<file path="config.mk">
export PLATFORM = sky130hd
export DESIGN_NAME = pwm_duty_ramp_ctrl_flat
export DESIGN_NICKNAME = d
export VERILOG_FILES = /design/src/rtl/pwm_ctrl_pkg.sv /design/src/rtl/pwm_duty_ramp_ctrl_if.sv /design/src/rtl/pwm_strobe_timer.sv /design/src/rtl/pwm_duty_ramp_ctrl.sv /design/src/flat_wrapper.sv
export SDC_FILE = /design/constraint.sdc
export NUM_CORES = 1
export LEC_CHECK = 0
export ABC_AREA = 1
export ABC_CLOCK_PERIOD_IN_PS = 7700
export BUFFER_PORTS_ARGS = -buffer_cell sky130_fd_sc_hd__buf_2
export CAP_MARGIN = 10
export CORE_ASPECT_RATIO = 1.2
export CORE_MARGIN = 2
export CORE_UTILIZATION = 45
export DETAILED_ROUTE_END_ITERATION = 6
export PLACE_DENSITY = 0.65
export REMOVE_ABC_BUFFERS = 1
export SLEW_MARGIN = 20
export SYNTH_ARGS = -nofsm -noshare
export SYNTH_HDL_FRONTEND = slang
export SYNTH_HIERARCHICAL = 1
export SYNTH_SLANG_ARGS = --single-unit
export TNS_END_PERCENT = 20
</file>
<file path="constraint.sdc">
create_clock -name clk -period 7.7 [get_ports clk]
set_clock_uncertainty 0.15 [all_clocks]
set_input_delay 1.54 -clock clk [delete_from_list [all_inputs] [get_ports clk]]
set_output_delay 1.54 -clock clk [all_outputs]
set_load 0.01 [all_outputs]
</file>
<file path="src/rtl/pwm_ctrl_pkg.sv">
// rtl/pwm_ctrl_pkg.sv - shared duty constants, sequencer state enum and duty clamp helper
package pwm_ctrl_pkg;

    localparam int DUTY_W     = 4;
    localparam int INTERVAL_W = 16;

    // Shared with the PWM generator so both sides leave reset at the same duty.
    localparam logic [DUTY_W-1:0] DUTY_MAX  = DUTY_W'(10);
    localparam logic [DUTY_W-1:0] DUTY_INIT = DUTY_W'(5);

    typedef enum logic [1:0] {
        IDLE,
        WAIT,
        PULSE,
        GAP
    } ramp_state_t;

    function automatic logic [DUTY_W-1:0] clamp_duty(input logic [DUTY_W-1:0] d);
        return (d > DUTY_MAX) ? DUTY_MAX : d;
    endfunction

endpackage

</file>
<file path="src/rtl/pwm_duty_ramp_ctrl_if.sv">
// rtl/pwm_duty_ramp_ctrl_if.sv - target/manual request and strobe/status bundle; abort port under RAMP_ABORT_EN
interface pwm_duty_ramp_ctrl_if
    import pwm_ctrl_pkg::*;
();

    logic                  target_valid;
    logic [DUTY_W-1:0]     target_duty;
    logic                  target_ready;
    logic [INTERVAL_W-1:0] step_interval;
    logic                  manual_inc;
    logic                  manual_dec;
    logic                  inc_strobe;
    logic                  dec_strobe;
    logic [DUTY_W-1:0]     duty_shadow;
    logic                  busy;
    logic                  done;
`ifdef RAMP_ABORT_EN
    logic                  abort;
`endif

    modport master (
`ifdef RAMP_ABORT_EN
        output abort,
`endif
        output target_valid, target_duty, step_interval, manual_inc, manual_dec,
        input  target_ready, inc_strobe, dec_strobe, duty_shadow, busy, done
    );

    modport slave (
`ifdef RAMP_ABORT_EN
        input  abort,
`endif
        input  target_valid, target_duty, step_interval, manual_inc, manual_dec,
        output target_ready, inc_strobe, dec_strobe, duty_shadow, busy, done
    );

endinterface

</file>
<file path="src/rtl/pwm_strobe_timer.sv">
// rtl/pwm_strobe_timer.sv - loadable down-counter shared by interval wait and pulse/gap timing
module pwm_strobe_timer #(
    parameter int W = 16
) (
    input  logic         clk,
    input  logic         rst,
    input  logic         load,
    input  logic [W-1:0] load_val,
    input  logic         tick,
    output logic         zero
);

    logic [W-1:0] count;

    always_ff @(posedge clk) begin
        if (rst) begin
            count <= '0;
        end else if (load) begin
            count <= load_val;
        end else if (tick && (count != '0)) begin
            count <= count - 1'b1;
        end
    end

    assign zero = (count == '0);

endmodule

</file>
<file path="src/rtl/pwm_duty_ramp_ctrl.sv">
// rtl/pwm_duty_ramp_ctrl.sv - ramps PWM duty toward a target with paced inc/dec strobes; RAMP_ABORT_EN adds abort
module pwm_duty_ramp_ctrl
    import pwm_ctrl_pkg::*;
#(
    parameter int PULSE_LEN = 4
) (
    input  logic                 clk,
    input  logic                 rst,
    pwm_duty_ramp_ctrl_if.slave  bus
);

    // Timer runs from load value down to zero, so every phase loads its length minus one.
    localparam logic [INTERVAL_W-1:0] PULSE_LAST = INTERVAL_W'(PULSE_LEN - 1);

    ramp_state_t           state, state_n;
    logic [DUTY_W-1:0]     tgt, tgt_n, shadow, shadow_n, req_tgt;
    logic [INTERVAL_W-1:0] ivl, ivl_n, req_ivl, load_val;
    logic                  dir_up, dir_up_n;
    logic                  done_q, done_n;
    logic                  inc_q, dec_q;
    logic                  abort_pend, abort_pend_n, abort_req;
    logic                  load, zero;

`ifdef RAMP_ABORT_EN
    assign abort_req = bus.abort;
`else
    assign abort_req = 1'b0;
`endif

    assign req_tgt = clamp_duty(bus.target_duty);
    assign req_ivl = (bus.step_interval == '0) ? INTERVAL_W'(1) : bus.step_interval;

    pwm_strobe_timer #(.W(INTERVAL_W)) u_timer (
        .clk      (clk),
        .rst      (rst),
        .load     (load),
        .load_val (load_val),
        .tick     (state != IDLE),
        .zero     (zero)
    );

    always_comb begin
        state_n      = state;
        tgt_n        = tgt;
        ivl_n        = ivl;
        dir_up_n     = dir_up;
        shadow_n     = shadow;
        done_n       = 1'b0;
        abort_pend_n = abort_pend;
        load         = 1'b0;
        load_val     = '0;
        case (state)
            IDLE: begin
                abort_pend_n = 1'b0;
                if (bus.target_valid) begin
                    tgt_n = req_tgt;
                    ivl_n = req_ivl;
                    if (req_tgt == shadow) begin
                        done_n = 1'b1;
                    end else begin
                        state_n  = WAIT;
                        load     = 1'b1;
                        load_val = req_ivl - 1'b1;
                    end
                end else if (bus.manual_inc && !bus.manual_dec && (shadow < DUTY_MAX)) begin
                    tgt_n    = shadow + 1'b1;
                    shadow_n = shadow + 1'b1;
                    dir_up_n = 1'b1;
                    state_n  = PULSE;
                    load     = 1'b1;
                    load_val = PULSE_LAST;
                end else if (bus.manual_dec && !bus.manual_inc && (shadow != '0)) begin
                    tgt_n    = shadow - 1'b1;
                    shadow_n = shadow - 1'b1;
                    dir_up_n = 1'b0;
                    state_n  = PULSE;
                    load     = 1'b1;
                    load_val = PULSE_LAST;
                end
            end
            WAIT: begin
                if (abort_req) begin
                    state_n = IDLE;
                    done_n  = 1'b1;
                end else if (zero) begin
                    // tgt != shadow is guaranteed here, so the step never leaves [0, DUTY_MAX].
                    dir_up_n = (tgt > shadow);
                    shadow_n = dir_up_n ? shadow + 1'b1 : shadow - 1'b1;
                    state_n  = PULSE;
                    load     = 1'b1;
                    load_val = PULSE_LAST;
                end
            end
            PULSE: begin
                abort_pend_n = abort_pend | abort_req;
                if (zero) begin
                    state_n  = GAP;
                    load     = 1'b1;
                    load_val = PULSE_LAST;
                end
            end
            GAP: begin
                abort_pend_n = abort_pend | abort_req;
                if (zero) begin
                    if ((shadow == tgt) || abort_pend_n) begin
                        state_n = IDLE;
                        done_n  = 1'b1;
                    end else begin
                        state_n  = WAIT;
                        load     = 1'b1;
                        load_val = ivl - 1'b1;
                    end
                end
            end
        endcase
    end

    always_ff @(posedge clk) begin
        if (rst) begin
            state      <= IDLE;
            tgt        <= DUTY_INIT;
            ivl        <= INTERVAL_W'(1);
            dir_up     <= 1'b0;
            shadow     <= DUTY_INIT;
            done_q     <= 1'b0;
            inc_q      <= 1'b0;
            dec_q      <= 1'b0;
            abort_pend <= 1'b0;
        end else begin
            state      <= state_n;
            tgt        <= tgt_n;
            ivl        <= ivl_n;
            dir_up     <= dir_up_n;
            shadow     <= shadow_n;
            done_q     <= done_n;
            inc_q      <= (state_n == PULSE) && dir_up_n;
            dec_q      <= (state_n == PULSE) && !dir_up_n;
            abort_pend <= abort_pend_n;
        end
    end

    assign bus.target_ready = (state == IDLE);
    assign bus.busy         = (state != IDLE);
    assign bus.inc_strobe   = inc_q;
    assign bus.dec_strobe   = dec_q;
    assign bus.duty_shadow  = shadow;
    assign bus.done         = done_q;

endmodule

</file>
<file path="src/flat_wrapper.sv">
// flat-port wrapper written by rule: the top's interface ports become plain ports
module pwm_duty_ramp_ctrl_flat import pwm_ctrl_pkg::*;
#(
    parameter int PULSE_LEN = 4
)
  (clk, rst, bus_target_valid, bus_target_duty, bus_step_interval, bus_manual_inc, bus_manual_dec, bus_target_ready, bus_inc_strobe, bus_dec_strobe, bus_duty_shadow, bus_busy, bus_done);
  pwm_duty_ramp_ctrl_if bus_i ();
  input  logic clk;
  input  logic rst;
  input wire logic [$bits(bus_i.target_valid)-1:0] bus_target_valid;
  input wire logic [$bits(bus_i.target_duty)-1:0] bus_target_duty;
  input wire logic [$bits(bus_i.step_interval)-1:0] bus_step_interval;
  input wire logic [$bits(bus_i.manual_inc)-1:0] bus_manual_inc;
  input wire logic [$bits(bus_i.manual_dec)-1:0] bus_manual_dec;
  output wire logic [$bits(bus_i.target_ready)-1:0] bus_target_ready;
  output wire logic [$bits(bus_i.inc_strobe)-1:0] bus_inc_strobe;
  output wire logic [$bits(bus_i.dec_strobe)-1:0] bus_dec_strobe;
  output wire logic [$bits(bus_i.duty_shadow)-1:0] bus_duty_shadow;
  output wire logic [$bits(bus_i.busy)-1:0] bus_busy;
  output wire logic [$bits(bus_i.done)-1:0] bus_done;
  assign bus_i.target_valid = bus_target_valid;
  assign bus_i.target_duty = bus_target_duty;
  assign bus_i.step_interval = bus_step_interval;
  assign bus_i.manual_inc = bus_manual_inc;
  assign bus_i.manual_dec = bus_manual_dec;
  assign bus_target_ready = bus_i.target_ready;
  assign bus_inc_strobe = bus_i.inc_strobe;
  assign bus_dec_strobe = bus_i.dec_strobe;
  assign bus_duty_shadow = bus_i.duty_shadow;
  assign bus_busy = bus_i.busy;
  assign bus_done = bus_i.done;
  pwm_duty_ramp_ctrl #(.PULSE_LEN(PULSE_LEN)) u_core (.clk(clk), .rst(rst), .bus(bus_i));
endmodule
</file>
# Word level (Yosys, flattened, before mapping)
# Cells that the tools add are included.
# word_totals
word_cells	95
output_inout_bits	9
regBits	46
input_bits	25
# op_classes
eq_ne	9
magnitude_cmp	3
reduce_logical	23
n_addsub	5
n_mux	46
# ops
cell	n
$mux 16	8
$pmux 16 s3	1
$sub 16x1->16 const B	3
$logic_not 16->1	2
$mux 4	7
$mux 2	9
$mux 1	16
$reduce_bool 16->1	1
$eq 4x4->1	2
$pmux 2 s4	1
$pmux 4 s2	1
$logic_and 1x1->1	7
$eq 2x2->1 const B	3
$reduce_bool 2->1	3
$add 4x1->4 const B	1
$gt 4x4->1	1
$gt 4x4->1 const B	1
$lt 4x4->1 const B	1
$ne 2x2->1 const B	2
$pmux 1 s2	2
$reduce_and 2->1	2
$reduce_and 4->1	1
$reduce_bool 4->1	1
$sub 4x1->4 const B	1
7 further kinds	9

# Longest topological paths before layout
# depth
ltp_word	9
mapped_depth	18
mapped_depth_nobuf	17

# Modules after synthesis
# Netlist, hierarchy kept.
# modules_own_cells
module	cells_each	area_per_inst_um2	n_inst	seq_area_each_um2
pwm_duty_ramp_ctrl	438	2660.1	1	600.6
pwm_strobe_timer	220	1206.2	1	320.3

# Worst setup path before layout
# No wires, ideal clock.
# synth_timing
path_kind	input to register
startpoint	input bus_target_duty[3]
endpoint	register u_core.u_timer.count[3]
required_ps	7431
setup_slack_ps	4343
path_stages	11
n_path_buf	1
setup_time_ps	119
arrival_time_ps	3088
path_cell_list	a21oi_2 > xor2_1 > nand3_2 > nand2_4 > nand2_1 > or2_1 > clkinv_1 > clkbuf_1 > nand3_1 > o21ai_0 > a21oi_1
# synth_between
elab_chain_len	7
word_cells_on_any_way	11
classes_between	order compare: 1; eq/ne: 1; mux: 8; reduce/logical: 1
# synth_lines
element	line	text
from (decl)	flat_wrapper.sv:11	input wire logic [$bits(bus_i.target_duty)-1:0] bus_target_duty;
$gt 4x4->1	pwm_ctrl_pkg.sv:19	return (d > DUTY_MAX) ? DUTY_MAX : d;
$mux 4 (*)	pwm_ctrl_pkg.sv:19	
$eq 4x4->1 (*)	pwm_duty_ramp_ctrl.sv:58	if (req_tgt == shadow) begin
$mux 1 (*)	pwm_duty_ramp_ctrl.sv:58	
$mux 1 (*)	pwm_duty_ramp_ctrl.sv:55	if (bus.target_valid) begin
$pmux 1 s3 (*)	pwm_duty_ramp_ctrl.sv:52	case (state)
net u_core.load	pwm_duty_ramp_ctrl.sv:22	logic load, zero;
$mux 16 or $reduce_bool 2->1 (tied branches)	n/a	
to (signal assigned)	pwm_strobe_timer.sv:19	count <= load_val;
to (signal assigned)	pwm_strobe_timer.sv:21	count <= count - 1'b1;
to (decl)	pwm_strobe_timer.sv:13	logic [W-1:0] count;
# The timed path passes the listed nets; every way through them passes the cells marked *.
# A chain may end at the register's enable or synchronous reset.

# Final worst setup path
# layout_timing
startpoint	input bus_target_valid
endpoint	register u_core.u_timer.count[7]
# layout_between
elab_chain_len	3
word_cells_on_any_way	6
classes_between	mux: 5; reduce/logical: 1
# layout_lines
element	line	text
from (decl)	flat_wrapper.sv:10	input wire logic [$bits(bus_i.target_valid)-1:0] bus_target_valid;
$mux 1 (*)	pwm_duty_ramp_ctrl.sv:55	
$pmux 1 s3 (*)	pwm_duty_ramp_ctrl.sv:52	
net u_core.load	pwm_duty_ramp_ctrl.sv:22	
$mux 16 or $reduce_bool 2->1 (tied branches)	n/a	
# Marked as above.

==> summary.txt <==
Outcome
  • Status: finished, final reports clean

Synth
  • Gate Count Post-Synth: 658
  • Syn avg cell area: 5.876 sq um
  • Top-area cell type share of the netlist area: 23.82%
  • YS warnings: 6
  • Post-synth cell types: 41
  • Synth top area cells: dfxtp_1 24%, nand2_1 16%, nor2_1 11%, nand3_1 8.4%, inv_1 8.2%
  • Synth Cell Area: 3866 sq um
  • Cell taking the most area after synthesis: dfxtp_1
  • Sequential area share after synthesis: 23.82%
  • Register bit total from synthesis: 46

Global routing
  • M1 GR Usage: 30.63%
  • Largest net degree at the start of global routing: 27
  • Overall global routing resource usage: 23.11%
  • Most used routing layer: met2
  • Vias in the first global route: 3967
  • Met2 track demand over resource: 39.42%
  • Wire length of the first global-routing pass: 17590 microns
  • Initial antenna violation count: 0
  • GRT overflow: 0
  • Grt met3 use: 2.349%

Hold path
  • Hold Crit Class: register to register
  • Worst Hold Depth: 2

Critical path
  • Worst EP required: 7750 ps
  • Crit-path max FO: 26
  • Crit. End Element: register
  • FF-to-FF path depth: 12
  • Worst setup SP type: primary input
  • Critical path type: primary input to register
  • CP arrival: 4740 ps
  • Setup slack, reg-to-reg: 3330 ps

Timing
  • Slew Limit Fails: 0
  • Slew Limit Headroom: 50.82%
  • Unrepaired setup endpoints after global routing: no
  • Setup TNS: 0 ps
  • Fin crit period: 4692 ps
  • Final period utilization: 60.93%
  • Fmax: 213.1 MHz
  • Tightest Pin Transition: 733.1 ps
  • Endpoints failing hold: 0
  • Final setup viols: 0

Route
  • Mean number of vias per cell: 5.217
  • Drt drc: 0
  • Via count: 4184
  • TritonRoute pass-1 iters: 5
  • DR iter-0 viols: 213
  • Final ANT Viol Nets: 0
  • Total Wirelength: 10330 microns
  • Routed WL per cell: 12.88 microns

Clock network
  • # clock sinks: 46
  • CTS tree: done
  • Worst-path clk slew: 90 ps
  • Post-CTS setup buffer count: 0
  • TritonCTS buffer count: 5
  • Max Root-Sink Buffers: 2
  • Htree depth: 2
  • Post-CTS Resized: 0
  • Clk root buf: clkbuf_8
  • Clk_lat worst skew: 300 ps
  • CTS Hold Bufs: 0

Floorplanning
  • Die ar.: 9352 sq um
  • Die X: 88.62 microns
  • Die Span Y: 105.5 microns
  • IO Count: 34
  • Core Box Area: 8472 sq um
  • Initial Util: 45.64%
  • Std-Cell Rows: 37

Pwr
  • Pwr dens: 225.5 nW/um^2
  • Lkg Pwr: 2.080 nW
  • VDD IR max: 0.1290 mV

Cells and area
  • Layout Cells excl Fill: 802
  • Proportion of layout cells with a drive suffix above 1: 10.07%
  • Area Overhead vs Synth: 8.155%
  • NumNets Final: 723
  • # diodes: 0

Placement
  • Port bufs: 33
  • Placer Congestion: 0.8825
  • Inst Count DP: 795
  • HPWL Detailed: 8176 microns

Flow run
  • Max_cap viols: 0
-- cells in the final DEF (no fill, tap or decap), drive strengths merged, types with 2 or more instances in the layout --
master / netlist / final
a211oi: 3 / 3
a21oi: 29 / 29
buf: 6 / 34
clkbuf: 8 / 6
dfxtp: 46 / 46
ha: 13 / 13
inv: 89 / 89
nand2: 172 / 172
nand3: 70 / 70
nand4: 14 / 14
nor2: 119 / 119
nor3: 3 / 3
nor4: 3 / 3
o21ai: 47 / 47
o21bai: 3 / 3
o22ai: 4 / 4
or2: 2 / 2
xnor2: 7 / 7
xor2: 12 / 12
-- metrics by stage --
stage                     setup WS (ps)  power (W)  area, sq um  util, %  hold slack (ps)
final                              3008  0.0009429         4182    49.36            328.6
after global routing               2644   0.001035         4182    49.36            368.0
after CTS                          3037  0.0009430         4182    49.36            335.8
after detailed placement           2715  0.0007970         4101    48.41            313.5
after global placement             2842  0.0007888         4101    48.41            307.6
after floorplan                    3676  0.0006772         3782        -            286.2
-- final timing paths --
path	endpoint	start
max	u_core/u_timer/count[7]	bus_target_valid
min	u_core/ivl[0]	u_core/ivl[0]
max reg2reg	u_core/u_timer/count[7]	u_core/state[0]
min reg2reg	u_core/ivl[0]	u_core/ivl[0]
-- cells in the mapped netlist (all sizes together) --
library cell / instances
a211oi: 3
a21oi: 29
a22oi: 1
a31oi: 1
and2: 1
buf: 6
clkbuf: 8
clkinv: 1
dfxtp: 46
ha: 13
inv: 89
nand2: 172
nand3: 70
nand3b: 1
nand4: 14
nor2: 119
nor3: 3
nor4: 3
o211ai: 1
o21a: 1
o21ai: 47
o21bai: 3
o22ai: 4
o31ai: 1
or2: 2
xnor2: 7
xor2: 12
-- logic make-up (layout without fill, tap and decap cells) --
| group | after synthesis | after routing | synth area share [%] |
|---|---|---|---|
| AO/OA/AOI/OAI | 91 | 91 | 13.17 |
| XOR/XNOR | 19 | 19 | 4.304 |
| adder cells (fa/ha/maj) | 13 | 13 | 4.207 |
| buffers and inverters | 104 | 131 | 10.97 |
| flip-flops | 46 | 46 | 23.82 |
| AND/OR/NAND/NOR | 385 | 385 | 43.53 |
-- power breakdown --
part / leakage, nW / switching (W) / total [W] / internal [W]
sequential: 0.380 / 0.0000459 / 0.000325 / 0.000279
clock: 0.0373 / 0.0000828 / 0.000145 / 0.0000625
combinational: 1.66 / 0.000314 / 0.000472 / 0.000158
total: 2.08 / 0.000443 / 0.000943 / 0.000500
-- routing by layer --
metal  up-vias  wire length, microns
met2       103                  4889
met3        19                   346
met1      1898                  4918
met4         0                   178
met5         -                     0
li1       2164                     -
-- critical path, stage by stage --
cell	delay [ps]
buf_2	130
nand2_1	250
inv_1	610
nand2_4	260
nand2_1	130
or2_1	330
clkinv_1	690
nand2_4	460
inv_2	140
nor2_1	130
nor2_1	50
-- flip-flops by register name, indices dropped and copies added (netlist names) --
| signal | flops |
|---|---|
| u_core/bus.duty_shadow | 4 |
| u_core/bus.done | 1 |
| u_core/u_timer/count | 16 |
| u_core/bus.inc_strobe | 1 |
| u_core/dir_up | 1 |
| u_core/state | 2 |
| u_core/bus.dec_strobe | 1 |
| u_core/ivl | 16 |
| u_core/tgt | 4 |
-- area by class of cell --
class,count,area (sq um)
timing repair buffer,34,172.7
multi-input combinational,508,2521
clock buffer,6,72.57
fill,936,4290
clock inverter,1,7.507
sequential,46,920.9
inverter,90,340.3
tap,117,146.4
Note: power is estimated with default switching activity, not from simulation.
